### config.mk
export PLATFORM = sky130hd
export DESIGN_NAME = mult_product_accumulator
export DESIGN_NICKNAME = d
export VERILOG_FILES = /design/src/rtl/mult_acc_pkg.sv /design/src/rtl/mult_product_accumulator.sv
export SDC_FILE = /design/constraint.sdc
export NUM_CORES = 1
export LEC_CHECK = 0
export BUFFER_PORTS_ARGS = -buffer_cell sky130_fd_sc_hd__buf_2
export CAP_MARGIN = 20
export CORE_ASPECT_RATIO = 0.6
export CORE_MARGIN = 1.5
export CORE_UTILIZATION = 38
export DETAILED_ROUTE_END_ITERATION = 6
export SYNTH_ARGS = -nofsm -noshare
export SYNTH_HDL_FRONTEND = slang
export SYNTH_SLANG_ARGS = --single-unit
### constraint.sdc
create_clock -name clk -period 5.5 [get_ports clk]
set_clock_uncertainty 0.05 [all_clocks]
set_input_delay 0.275 -clock clk [delete_from_list [all_inputs] [get_ports clk]]
set_output_delay 0.275 -clock clk [all_outputs]
set_load 0.05 [all_outputs]
### src/rtl/mult_acc_pkg.sv
// Shared definitions for the product accumulator: default widths, the
// frame FSM state type and a saturating counter increment.
package mult_acc_pkg;

  localparam int PROD_W = 16;
  localparam int ACC_W  = 24;
  localparam int CNT_W  = 9;

  typedef enum logic {
    ACCUM = 1'b0,
    HOLD  = 1'b1
  } state_t;

  // Increment that sticks at max_value instead of wrapping.
  function automatic logic [31:0] sat_inc(input logic [31:0] value,
                                          input logic [31:0] max_value);
    return (value >= max_value) ? max_value : value + 32'd1;
  endfunction

endpackage

### src/rtl/mult_product_accumulator.sv
// Accumulates a frame of unsigned products (delimited by in_last) into a
// wide running sum and presents sum, beat count and overflow flag over a
// valid/ready handshake. Build option MULT_ACC_SATURATE_EN clamps the sum
// at all-ones on overflow instead of wrapping.
module mult_product_accumulator
  import mult_acc_pkg::*;
#(
  parameter int PROD_W = mult_acc_pkg::PROD_W,
  parameter int ACC_W  = mult_acc_pkg::ACC_W,
  parameter int CNT_W  = mult_acc_pkg::CNT_W
) (
  input  logic              clk,
  input  logic              rst_n,
  input  logic              in_valid,
  output logic              in_ready,
  input  logic [PROD_W-1:0] in_product,
  input  logic              in_last,
  input  logic              clear,
  output logic              out_valid,
  input  logic              out_ready,
  output logic [ACC_W-1:0]  out_sum,
  output logic [CNT_W-1:0]  out_count,
  output logic              out_overflow
);

  localparam logic [CNT_W-1:0] CNT_MAX = '1;

  state_t           state;
  state_t           state_next;

  logic [ACC_W-1:0] acc;
  logic [CNT_W-1:0] cnt;
  logic             ovf;

  logic             beat;
  logic             frame_done;
  logic             handshake;

  logic [ACC_W:0]   prod_ext;
  logic [ACC_W:0]   sum_ext;
  logic             carry;
  logic [ACC_W-1:0] acc_add;
  logic [CNT_W-1:0] cnt_add;
  logic             ovf_add;

  // Input acceptance and output handshake qualifiers.
  always_comb begin
    in_ready   = (state == ACCUM) && !clear;
    beat       = in_valid && in_ready;
    frame_done = beat && in_last;
    handshake  = out_valid && out_ready;
  end

  // Post-add values: one extra bit on the adder captures the carry out.
  always_comb begin
    prod_ext = {{(ACC_W + 1 - PROD_W){1'b0}}, in_product};
    sum_ext  = {1'b0, acc} + prod_ext;
    carry    = sum_ext[ACC_W];
`ifdef MULT_ACC_SATURATE_EN
    // Once clamped, acc is all-ones, so any later non-zero add carries
    // again and zero adds leave it unchanged: the clamp holds for the frame.
    acc_add  = carry ? '1 : sum_ext[ACC_W-1:0];
`else
    acc_add  = sum_ext[ACC_W-1:0];
`endif
    ovf_add  = ovf | carry;
    cnt_add  = CNT_W'(sat_inc(32'(cnt), 32'(CNT_MAX)));
  end

  // Next-state logic: leave ACCUM on the last beat, return on handshake.
  always_comb begin
    state_next = state;
    unique case (state)
      ACCUM: if (frame_done) state_next = HOLD;
      HOLD:  if (handshake)  state_next = ACCUM;
      default: state_next = ACCUM;
    endcase
  end

  // State register.
  always_ff @(posedge clk) begin
    if (!rst_n) begin
      state <= ACCUM;
    end else begin
      state <= state_next;
    end
  end

  // Running sum, beat counter and sticky overflow for the open frame.
  always_ff @(posedge clk) begin
    if (!rst_n) begin
      acc <= '0;
      cnt <= '0;
      ovf <= 1'b0;
    end else if (state == ACCUM) begin
      if (clear || frame_done) begin
        acc <= '0;
        cnt <= '0;
        ovf <= 1'b0;
      end else if (beat) begin
        acc <= acc_add;
        cnt <= cnt_add;
        ovf <= ovf_add;
      end
    end
  end

  // Result register: loaded on the last beat, held until accepted.
  always_ff @(posedge clk) begin
    if (!rst_n) begin
      out_valid    <= 1'b0;
      out_sum      <= '0;
      out_count    <= '0;
      out_overflow <= 1'b0;
    end else if (frame_done) begin
      out_valid    <= 1'b1;
      out_sum      <= acc_add;
      out_count    <= cnt_add;
      out_overflow <= ovf_add;
    end else if (handshake) begin
      out_valid    <= 1'b0;
    end
  end

endmodule

* Word level (Yosys, flattened, before mapping)
Index checks and enable logic that the tools add are counted.
** Cells by class
- Add/sub/neg operators :: 2
- Order comparisons :: 1
- Mux-type cells :: 12
- Bitwise operators :: 2
- Reduce and logical (&&, ||, !) cells :: 9
** Operator list (number)
- 24-bit 2-to-1 mux :: 2
- 9-bit 2-to-1 mux :: 3
- 24-bit by 16-bit adder with 25-bit output :: 1
- 9-bit by 1-bit adder with 9-bit output, second input constant :: 1
- 9-bit >= comparator, second input constant :: 1
- 1-bit 2-to-1 mux :: 6
- 1-bit logical AND :: 4
- 2-bit nonzero test :: 2
- 1-bit one-hot mux with 2 select lines :: 1
- 2-bit AND reduction :: 1
- 1-bit zero test :: 1
- 1-bit logical OR :: 1
- 1-bit NOT :: 1
- 1-bit OR :: 1
** Word-level totals
- Register bits after elaboration :: 70
- Bits of input ports :: 22
- Output and inout port bits :: 36
- Word-level logic and storage cells :: 34

* Logic depth before layout (Yosys ltp)
Gate-level depths: netlist of run 1.
- Word-level depth :: 7
- Gate-level depth with buffers :: 9
- Mapped depth without buffers :: 9

* Worst setup path before layout of run 1
Ideal clock, no wire load.
- Path type :: flip-flop to flip-flop
- From :: register state
- To :: register acc[15]
- Library setup time :: 59 ps
- Arrival :: 2102 ps
- Required time :: 5391 ps
- Path slack :: 3289 ps
- Cell stages (with the launch flop) :: 7
- Buffers on the path :: 0
- Period minus slack after synthesis :: 2211 ps
- Cells stage by stage :: dfxtp_1 -> nor2_1 -> nand3b_1 -> nor2_1 -> and3_1 -> mux2i_1 -> nand2_1
** Between the ends
- Longest elaborated chain between the ends :: 7
- Elaborated cells on any way between the ends :: 8
- Those cells by class :: mux: 1; bitwise: 1; reduce/logical: 6
** Ends and longest elaborated chain
- start, declared :: RTL line mult_product_accumulator.sv:28 : state_t state;
- start signal, assigned :: RTL line mult_product_accumulator.sv:85 : state <= state_next;
- 1-bit NOT (no line) *
- 1-bit logical AND * :: RTL line mult_product_accumulator.sv:48 : in_ready = (state == ACCUM) && !clear;
- via in_ready :: RTL line mult_product_accumulator.sv:15 : output logic in_ready,
- 1-bit logical AND * :: RTL line mult_product_accumulator.sv:49 : beat = in_valid && in_ready;
- 1-bit logical AND :: RTL line mult_product_accumulator.sv:50 : frame_done = beat && in_last;
- 1-bit logical OR :: RTL line mult_product_accumulator.sv:96 : if (clear || frame_done) begin
- 2-bit nonzero test (no line)
- 2-bit AND reduction (no line)
- end signal, assigned :: RTL line mult_product_accumulator.sv:92 : acc <= '0;
- end signal, assigned :: RTL line mult_product_accumulator.sv:97 : acc <= '0;
- end signal, assigned :: RTL line mult_product_accumulator.sv:101 : acc <= acc_add;
- end, declared :: RTL line mult_product_accumulator.sv:31 : logic [ACC_W-1:0] acc;
Mark *: on every way through the listed nets, which the timed path passes. The rest lies on a longest branch.
A chain may end at the register's enable or synchronous reset.

* Final worst setup path of run 1
- From :: register cnt[0]
- To :: register cnt[4]
** Between the ends
- Longest elaborated chain between the ends :: 4
- Elaborated cells on any way between the ends :: 5
- Those cells by class :: add/sub: 1; order compare: 1; mux: 3
** Ends and longest elaborated chain
- start, declared :: RTL line mult_product_accumulator.sv:32 : logic [CNT_W-1:0] cnt;
- start signal, assigned :: RTL line mult_product_accumulator.sv:102 : cnt <= cnt_add;
- 9-bit by 1-bit adder with 9-bit output or 9-bit >= comparator (tied branches) :: RTL line mult_acc_pkg.sv:17 : return (value >= max_value) ? max_value : value + 32'd1;
- 9-bit 2-to-1 mux * :: RTL line mult_acc_pkg.sv:17
- 9-bit 2-to-1 mux * :: RTL line mult_product_accumulator.sv:100 : end else if (beat) begin
- 9-bit 2-to-1 mux * :: RTL line mult_product_accumulator.sv:96
Every way passes the cells marked *; elsewhere a longest branch is shown, timed or not. The select of a mux whose other input is x is not followed.

==> results of run 1 <==
registers in the layout, summed over array words and instances (netlist names):
register      flops
acc              24
out_sum          24
cnt               9
out_count         9
out_overflow      1
out_valid         1
ovf               1
state             1
worst paths after layout:
kind,from,end,slack [ps],cells after the start
max,cnt[0],cnt[4],3090,9
min,out_ready,state,170,4
max reg2reg,cnt[0],cnt[4],3090,9
min reg2reg,out_sum[0],out_sum[0],410,2
layer usage:
| metal | part of all wire, % | track usage [%] | vias up | routed length, um |
|---|---|---|---|---|
| met5 | 0 | 0 | - | 0 |
| met4 | 0.87 | 5.05 | 0 | 85 |
| met3 | 6.7 | 5.50 | 8 | 655 |
| met2 | 38 | 26.1 | 87 | 3750 |
| met1 | 54 | 29.6 | 1591 | 5290 |
| li1 | - | - | 1738 | - |
area by class of cell:
type | count | area [um2] | share of cell area, %
Inverter | 7 | 26.3 | 0.602
Multi-Input combinational cell | 350 | 2170 | 49.8
Sequential cell | 70 | 1400 | 32.1
Tap cell | 130 | 163 | 3.73
Timing Repair Buffer | 61 | 315 | 7.23
Clock inverter | 5 | 50.0 | 1.15
Clock buffer | 11 | 233 | 5.34
through the flow:
step,setup WS [ps],std cells,cell area (um2)
6_report,3090,634,4360
3_5_place_dp,3010,618,4080
3_3_place_gp,3060,618,4080
5_1_grt,2900,634,4360
2_1_floorplan,3290,454,3700
4_1_cts,3100,634,4360
where the power goes:
group	total (mW)	switching, mW	internal (mW)
Combinational	0.173	0.123	0.0500
Clock	0.561	0.213	0.348
Sequential	0.531	0.00831	0.523
Total	1.26	0.344	0.921
layout by cell type, fill, tap and decap left out, types with 3 or more instances in the layout:
cell type / instances
dfxtp_1: 70
buf_2: 57
a21oi_1: 52
o21ai_0: 49
nand2_1: 46
nor2_1: 35
xnor2_1: 19
ha_1: 18
nand3_1: 17
a31oi_1: 11
a211oi_1: 10
nor3_1: 10
a22oi_1: 10
clkbuf_16: 9
a21o_1: 8
and3_1: 7
inv_1: 6
xor2_1: 5
nand4_1: 5
o21bai_1: 4
clkinv_2: 4
buf_4: 4
nand2b_1: 3
a22o_1: 3
or3_1: 3
nor2b_1: 3
kinds of logic after synthesis:
| kind of cell | count (synthesis) |
|---|---|
| flops | 70 |
| compound gates | 162 |
| xor+xnor | 24 |
| mux | 1 |
| simple gates | 144 |
| fa+ha+maj | 19 |
| buf+inv | 34 |
critical path: stages, from the launching register on:
cell,delay [ps]
dfxtp_1,340
ha_1,260
nand3_1,190
nor2_1,130
and3_1,200
ha_1,210
a41oi_2,450
o21ai_0,180
a22oi_1,210
nor2_1,50
==> results.md, run 1 <==
* Die height at 79.4 um
* Number of setup buffers added after CTS at 0
* Sum Neg Setup Slack at 0 ps
* Max Root-Sink Buffers at 2
* Number of global-route vias before repair at 3030
* Core Rows at 27
* Vias at 3424
* WL final at 9790 um
* Pwr Total at 1.26 mW
* Root buffer cell: clkbuf_16
* Ranking of synthesized cells by area: dfxtp_1 (38%), a21oi_1 (7.0%), o21ai_0 (6.6%)
* Antenna Cells at 0
* Post-layout util at 46.8%
* Req. time, crit path at 5650 ps
* Largest family of logic cells by synthesized area: compound AO/OA/AOI/OAI gates
* Drt wl/cell at 15.4 um
* Netlist cell types at 55
* Fmax at 414 MHz
* Via-per-instance ratio at 5.40
* Synth Cell Area at 0.00370 mm2
* CTS Buf Count at 9
* Post-CTS Hold Fix Bufs at 0
* Final period util at 43.9%
* Clock Latency Late Sink at 340 ps
* XOR/XNOR share of the synthesized area at 5.68%
* Crit-path max FO at 9
* Top FF cell, synth: dfxtp_1
* CP endpoint kind: flip-flop
* DPL Wire Length at 6900 um
* Max-capacitance violation count at 0
* Drt drc at 0
* Top-count cell post-synth: dfxtp_1
* # clock sinks at 70
* H-tree levels at 3
* Area share of and/or/nand/nor cells after synthesis at 18.8%
* Post-synth EDFFs at 0
* Yosys top cell area share at 37.9%
* Final antenna-violating net count at 0
* Gr usage total at 19.4%
* Hold Path Class: primary input to flip-flop
* Slew Viols, Final at 0
* WS Path Type: flip-flop to flip-flop
* First-pass GRT wire length at 15400 um
* Gate count of the mapped netlist at 454
* Outcome: completed
* Total gr overflow at 0
* Unrepaired setup endpoints after global routing: false
* Initial antenna violation count at 0
* Drt pass-1 iters at 5
* Synthesized net count at 495
* Power per cell area at 290 mW/mm2
* Final hold vios at 0
* P_leak at 1.78 nW
* Ys async rst share at 0%
* Largest net degree at the start of global routing at 49
* Core Footprint at 0.00932 mm2
* Die width at 130 um
* Syn avg cell area at 8.15 um2
* Tmin final at 2410 ps
* List of most frequent post-synthesis cells: dfxtp_1 (70), a21oi_1 (52), o21ai_0 (49)
* Layout Nets at 540
* Sequential fraction of the synthesis area at 37.9%
* DIE AREA at 0.0104 mm2
* Worst slew pin tran at 805 ps
* FILL cells at 916
* Layout cells sized above 1 at 17.5%
* Post-cts sizing count at 0
* Compound-Gate Fraction of Synth Area at 27.2%
* Area leader, netlist: dfxtp_1
* #FFs+latches synth at 70
* I/O Pins at 58
* DRT iter0 DRCs at 226
* WHS at 166 ps
* YS warnings at 0
* CTS tree: done
* Area Overhead vs Synth at 17.8%
* Adder-Cell Fraction of Synth Area at 6.63%
* Critical Path AT at 2560 ps
* Peak supply drop at 0.158 mV
* Port bufs at 57
* Starting Density at 39.7%
* Clock Pin Slew Worst Setup and Hold Paths at 60 ps
* Finish-stage setup viols at 0
* Setup crit start kind: flip-flop
* Worst rel slew slack at 46.1%
* Routability congestion estimate at 0.844
* Post-synthesis mux area share at 0.270%
Power figures use the tool's default switching activity.
==> inputs of run 2 (changes only) <==
==> constraint.sdc (replaced) <==
create_clock -name clk -period 2.3 [get_ports clk]
set_clock_uncertainty 0.05 [all_clocks]
set_input_delay 0.115 -clock clk [delete_from_list [all_inputs] [get_ports clk]]
set_output_delay 0.115 -clock clk [all_outputs]
set_load 0.05 [all_outputs]
==> results.md, run 2 (same netlist as run 1, synthesis figures left out) <==
* Fmax at 455 MHz (+9.8%)
* Root buffer cell: clkbuf_16
* Antenna Cells at 0 (unchanged)
* Max Root-Sink Buffers at 2 (unchanged)
* P_leak at 1.87 nW (+5.3%)
* Unrepaired setup endpoints after global routing: true
* Placed Instances at 634 (+2.6%)
* WS Path Type: flip-flop to flip-flop
* Setup crit start kind: flip-flop
* Final hold vios at 0 (unchanged)
* Peak supply drop at 0.378 mV (+140%)
* Number of global-route vias before repair at 3150 (+4.0%)
* # clock sinks at 70 (unchanged)
* Die height at 79.4 um (unchanged)
* DPL Wire Length at 7190 um (+4.2%)
* Critical Path AT at 2400 ps (-160 ps)
* Power per cell area at 703 mW/mm2 (+140%)
* Tmin final at 2200 ps (-216 ps)
* CP endpoint kind: flip-flop
* CTS tree: done
* Clock Latency Late Sink at 340 ps (about the same)
* Drt wl/cell at 15.5 um (+0.50%)
* Most frequent cells in the layout: dfxtp_1 (70), buf_2 (57), a21oi_1 (49)
* Final antenna-violating net count at 0 (unchanged)
* Met2 global-route usage at 28.5% (+2.4 points)
* Core Rows at 27 (unchanged)
* WHS at 11.4 ps (-155 ps)
* Die width at 130 um (unchanged)
* Placed cell areas at 0.00421 mm2 (+3.3%)
* Worst rel slew slack at 58.9% (+13 points)
* Clock Pin Slew Worst Setup and Hold Paths at 60 ps (about the same)
* Drt drc at 0 (unchanged)
* Max-capacitance violation count at 0 (unchanged)
* Hold Path Sink: out_valid
* Vias at 3540 (+3.4%)
* H-tree levels at 3 (unchanged)
* Area Overhead vs Synth at 24.0%
* Total gr overflow at 0 (unchanged)
* I/O Pins at 58 (unchanged)
* Hold Path Class: primary input to flip-flop
* Port bufs at 57 (unchanged)
* Post-layout util at 49.2% (+2.4 points)
* First-pass GRT wire length at 16000 um (+3.7%)
* Core Footprint at 0.00932 mm2 (unchanged)
* Non-Filler Instances at 651 (+2.7%)
* Capturing point of the worst reg2reg path: out_sum[22]
* Reg2reg path depth at 7 (-2)
* Finished Cell Area at 0.00459 mm2 (+5.2%)
* Global route hottest layer: met1
* Hold path depth at 3 (-1)
* Top Registers: acc: 24 flops, out_sum: 24 flops
* Via-per-instance ratio at 5.44 (+0.69%)
* Layout Nets at 557 (+3.1%)
* Met3 GRT Util at 4.83% (-0.67 points)
* Routability congestion estimate at 0.847 (+0.44%)
* Finish-stage setup viols at 0 (unchanged)
* Crit-path max FO at 6 (-3)
* DIE AREA at 0.0104 mm2 (unchanged)
* WL final at 10100 um (+3.2%)
* Initial antenna violation count at 0 (unchanged)
* Pwr Total at 3.23 mW (+160%)
* Req. time, crit path at 2500 ps (-3150 ps)
* Largest net degree at the start of global routing at 49 (unchanged)
* Final period util at 95.6% (+52 points)
* Gr usage total at 20.2% (+0.76 points)
* Worst hold path startpoint: out_ready
* Commonest non-fill, non-tap cell in the layout: dfxtp_1
* Flop-to-flop setup slack at 100 ps (-2980 ps)
* CTS Buf Count at 9 (unchanged)
* DRT iter0 DRCs at 262 (+16%)
* Starting Density at 39.7% (unchanged)
* M1 GR Usage at 30.1% (+0.50 points)
* Layout cells sized above 1 at 22.8% (+5.4 points)
* Reg-to-reg startpoint: acc[9]
* Worst slew pin tran at 616 ps (-189 ps)
* Slew Viols, Final at 0 (unchanged)
* Outcome: completed
* Drt pass-1 iters at 5 (unchanged)
run 2: changes by cell type in the layout (fill, tap and decap cells not counted), sizes merged:
cell      change
buf          +17
clkbuf        -1
bufinv        +1
clkinv        -2
clkinvlp      +2
run 2: area by class of cell:
class | count | area [um2]
multi-input combinational | 350 | 2220
fill | 958 | 4730
clock buffer | 10 | 239
timing repair buffer | 78 | 455
clock inverter | 6 | 85.1
tap | 130 | 163
inverter | 7 | 26.3
sequential | 70 | 1400
run 2: critical path, cell delays in order (launching register included):
cell and delay, ps:
dfxtp_1 320, ha_2 400, and4_4 280, and3_4 200, a32oi_4 70, a21o_1 230
or3_1 310, a311oi_1 250
run 2: repair_timing:
item / in CTS / in global routing
resized for setup: 1 / 14
pin swaps: 1 / 3
endpoints found under the setup margin: 1 / 28
hold buffers: 0 / 0
gates cloned: 0 / 0
setup buffers: 0 / 1
hold endpoints to repair: 0 / 0
run 2: metal layers:
metal	share of wire [%]	routed length [um]
met1	54	5420
met2	39	3970
met3	5.9	596
met4	1.1	112
met5	0	0
run 2: how the worst max path moves through the flow:
stage / startpoint / endpoint / slack [ps] / cells after the start
3_3_place_gp: acc[0] / out_sum[14] / 50 / 8
4_1_cts: acc[0] / out_sum[22] / 20 / 8
6_report: acc[9] / out_sum[22] / 100 / 7
5_1_grt: acc[0] / out_sum[14] / -30 / 8
3_5_place_dp: acc[0] / out_sum[16] / -3 / 8
2_1_floorplan: state / acc[15] / 90 / 6
run 2: power breakdown:
part,internal [mW],switching (mW),total (mW)
logic,0.139,0.304,0.443
clock network,0.974,0.540,1.51
registers,1.25,0.0198,1.27
run 2: stage by stage:
step	setup TNS, ps	setup WS (ps)
floorplan	0	88.9
finish	0	101
detailed placement	-3.40	-3.40
global route	-50.9	-27.4
CTS	0	16.0
global placement	0	46.5
==> inputs of run 3 (changes only) <==
--- a/config.mk
+++ b/config.mk
@@ -10,6 +10,7 @@
 export CORE_ASPECT_RATIO = 0.6
 export CORE_MARGIN = 1.5
 export CORE_UTILIZATION = 38
+export CTS_BUF_LIST = sky130_fd_sc_hd__clkbuf_8
 export DETAILED_ROUTE_END_ITERATION = 6
 export SYNTH_ARGS = -nofsm -noshare
 export SYNTH_HDL_FRONTEND = slang
==> results.md, run 3 (same netlist as run 1, synthesis figures left out) <==
* Outcome: completed
* Core Rows at 27 (unchanged)
* Tmin final at 2230 ps (+27.8 ps)
* Layout cells sized above 1 at 23.5% (+0.63 points)
* Flop-to-flop setup slack at 70 ps (-30 ps)
* Final hold vios at 0 (unchanged)
* Hold Path Sink: out_sum[0]
* Antenna Cells at 0 (unchanged)
* Die height at 79.4 um (unchanged)
* Met3 GRT Util at 4.83% (unchanged)
* Top delay family on crit path: compound AO/OA/AOI/OAI gates
* Clock Latency Late Sink at 360 ps (+20 ps)
* Slew Viols, Final at 0 (unchanged)
* Reg-to-reg startpoint: acc[10]
* DIE AREA at 0.0104 mm2 (unchanged)
* Largest stage delay, worst path at 320 ps (-80 ps)
* P_leak at 1.84 nW (-1.6%)
* Clock Pin Slew Worst Setup and Hold Paths at 80 ps (+20 ps)
* Top Registers: acc: 24 flops, out_sum: 24 flops
* Met2 global-route usage at 28.6% (+0.16 points)
* Number of global-route vias before repair at 3191 (+1.3%)
* First-pass GRT wire length at 16100 um (+0.78%)
* Reg2reg path depth at 9 (+2)
* Worst hold path startpoint: in_product[0]
* Drt pass-1 iters at 4 (-1)
* I/O Pins at 58 (unchanged)
* Max Root-Sink Buffers at 2 (unchanged)
* Total gr overflow at 0 (unchanged)
* Setup crit start kind: flip-flop
* CTS tree: done
* Power per cell area at 630 mW/mm2 (-10%)
* WL final at 10300 um (+2.0%)
* Sum Neg Setup Slack at 0 ps (unchanged)
* Final antenna-violating net count at 0 (unchanged)
* Crit-path max FO at 7 (+1)
* CTS Buf Count at 9 (unchanged)
* Port bufs at 57 (unchanged)
* Initial antenna violation count at 0 (unchanged)
* Starting Density at 39.7% (unchanged)
* Hold Path Class: primary input to flip-flop
* Core Footprint at 0.00932 mm2 (unchanged)
* Crit-path cells: ha_1 > buf_4 > o21ai_0 > a21oi_1 > a211oi_2 > buf_4 > a21oi_1 > nor3b_1 > a21o_1
* Gr usage total at 20.4% (+0.16 points)
* Capturing point of the worst reg2reg path: acc[23]
* M1 GR Usage at 30.6% (+0.45 points)
* Placed cell areas at 0.00421 mm2 (unchanged)
* WHS at 130 ps (+118 ps)
* Root buffer cell: clkbuf_8
* Die width at 130 um (unchanged)
* Layout Nets at 560 (+0.54%)
* # clock sinks at 70 (unchanged)
* Critical Path AT at 2480 ps (+80 ps)
* Area Overhead vs Synth at 22.4%
* Worst slew pin tran at 643 ps (+26.4 ps)
* H-tree levels at 3 (unchanged)
* Largest net degree at the start of global routing at 49 (unchanged)
* Worst rel slew slack at 57.2% (-1.8 points)
* Req. time, crit path at 2550 ps (+50 ps)
* Routability congestion estimate at 0.847 (unchanged)
* Unrepaired setup endpoints after global routing: false
* DPL Wire Length at 7190 um (unchanged)
* Most frequent cells in the layout: dfxtp_1 (70), buf_2 (57), a21oi_1 (47), o21ai_0 (47), nand2_1 (46)
* Fmax at 449 MHz (-1.2%)
* DRT iter0 DRCs at 265 (+1.1%)
* Hold path depth at 4 (+1)
* Max-capacitance violation count at 0 (unchanged)
* Finish-stage setup viols at 0 (unchanged)
* Final period util at 96.8% (+1.2 points)
* Drt drc at 0 (unchanged)
* Vias at 3600 (+1.7%)
* Drt wl/cell at 15.8 um (+1.6%)
* Global route hottest layer: met1
* WS Path Type: flip-flop to flip-flop
* CP endpoint kind: flip-flop
* Critical Path Slowest Stage Cell: dfxtp_1
* Via-per-instance ratio at 5.50 (+1.2%)
* CP bufs+invs at 2 (+2)
* Finished Cell Area at 0.00453 mm2 (-1.3%)
* Peak supply drop at 0.305 mV (-19%)
* Commonest non-fill, non-tap cell in the layout: dfxtp_1
==> run 3: layer usage <==
layer	vias to the layer above	share of wire [%]
met5	-	0
met3	8	6.0
met2	105	40
met1	1707	53
li1	1780	-
met4	0	1.0
==> run 3: worst max-delay path by stage <==
stage               startpoint     endpoint  slack, ps  cells after the start
floorplan                state      acc[15]         90                      6
global placement        acc[0]  out_sum[14]         50                      8
detailed placement      acc[0]  out_sum[16]         -3                      8
CTS                     acc[0]  out_sum[16]         20                      8
global route           acc[10]      acc[23]          9                      9
finish                 acc[10]      acc[23]         70                      9
==> run 3: layout make-up <==
| class | instances | area, um2 |
|---|---|---|
| Inverter | 7 | 26.3 |
| Clock buffer | 10 | 138 |
| Sequential cell | 70 | 1400 |
| Clock inverter | 6 | 85.1 |
| Multi-Input combinational cell | 350 | 2240 |
| Fill cell | 976 | 4790 |
| Tap cell | 130 | 163 |
| Timing Repair Buffer | 81 | 480 |
==> run 3: tightest hold or removal path: cells and delay by family <==
family / cells / cell delay, ps
adder cells (fa/ha/maj): 1 / 160
AO/OA/AOI/OAI: 1 / 100
buffers and inverters: 1 / 80
AND/OR/NAND/NOR: 1 / 50
==> run 3: power breakdown <==
group | switching (mW) | internal (mW) | total, mW
logic | 0.309 | 0.144 | 0.452
registers | 0.0198 | 1.25 | 1.27
clock network | 0.501 | 0.636 | 1.14
==> run 3: repair_timing <==
action / 4_1_cts / 5_1_grt
pin swaps: 0 / 5
setup endpoints to repair: 2 / 23
hold buffers: 1 / 0
gates resized for setup: 1 / 16
setup buffers: 0 / 3
endpoints found under the hold margin: 2 / 0
==> run 3: stage by stage <==
step	cells	setup slack [ps]	utilization [%]	total power, mW
floorplan	454	88.9	-	1.59
global placement	634	46.5	45.2	1.72
detailed placement	634	-3.40	45.2	1.73
CTS	651	19.4	47.7	2.85
global route	654	8.60	48.6	2.96
finish	654	72.7	48.6	2.86
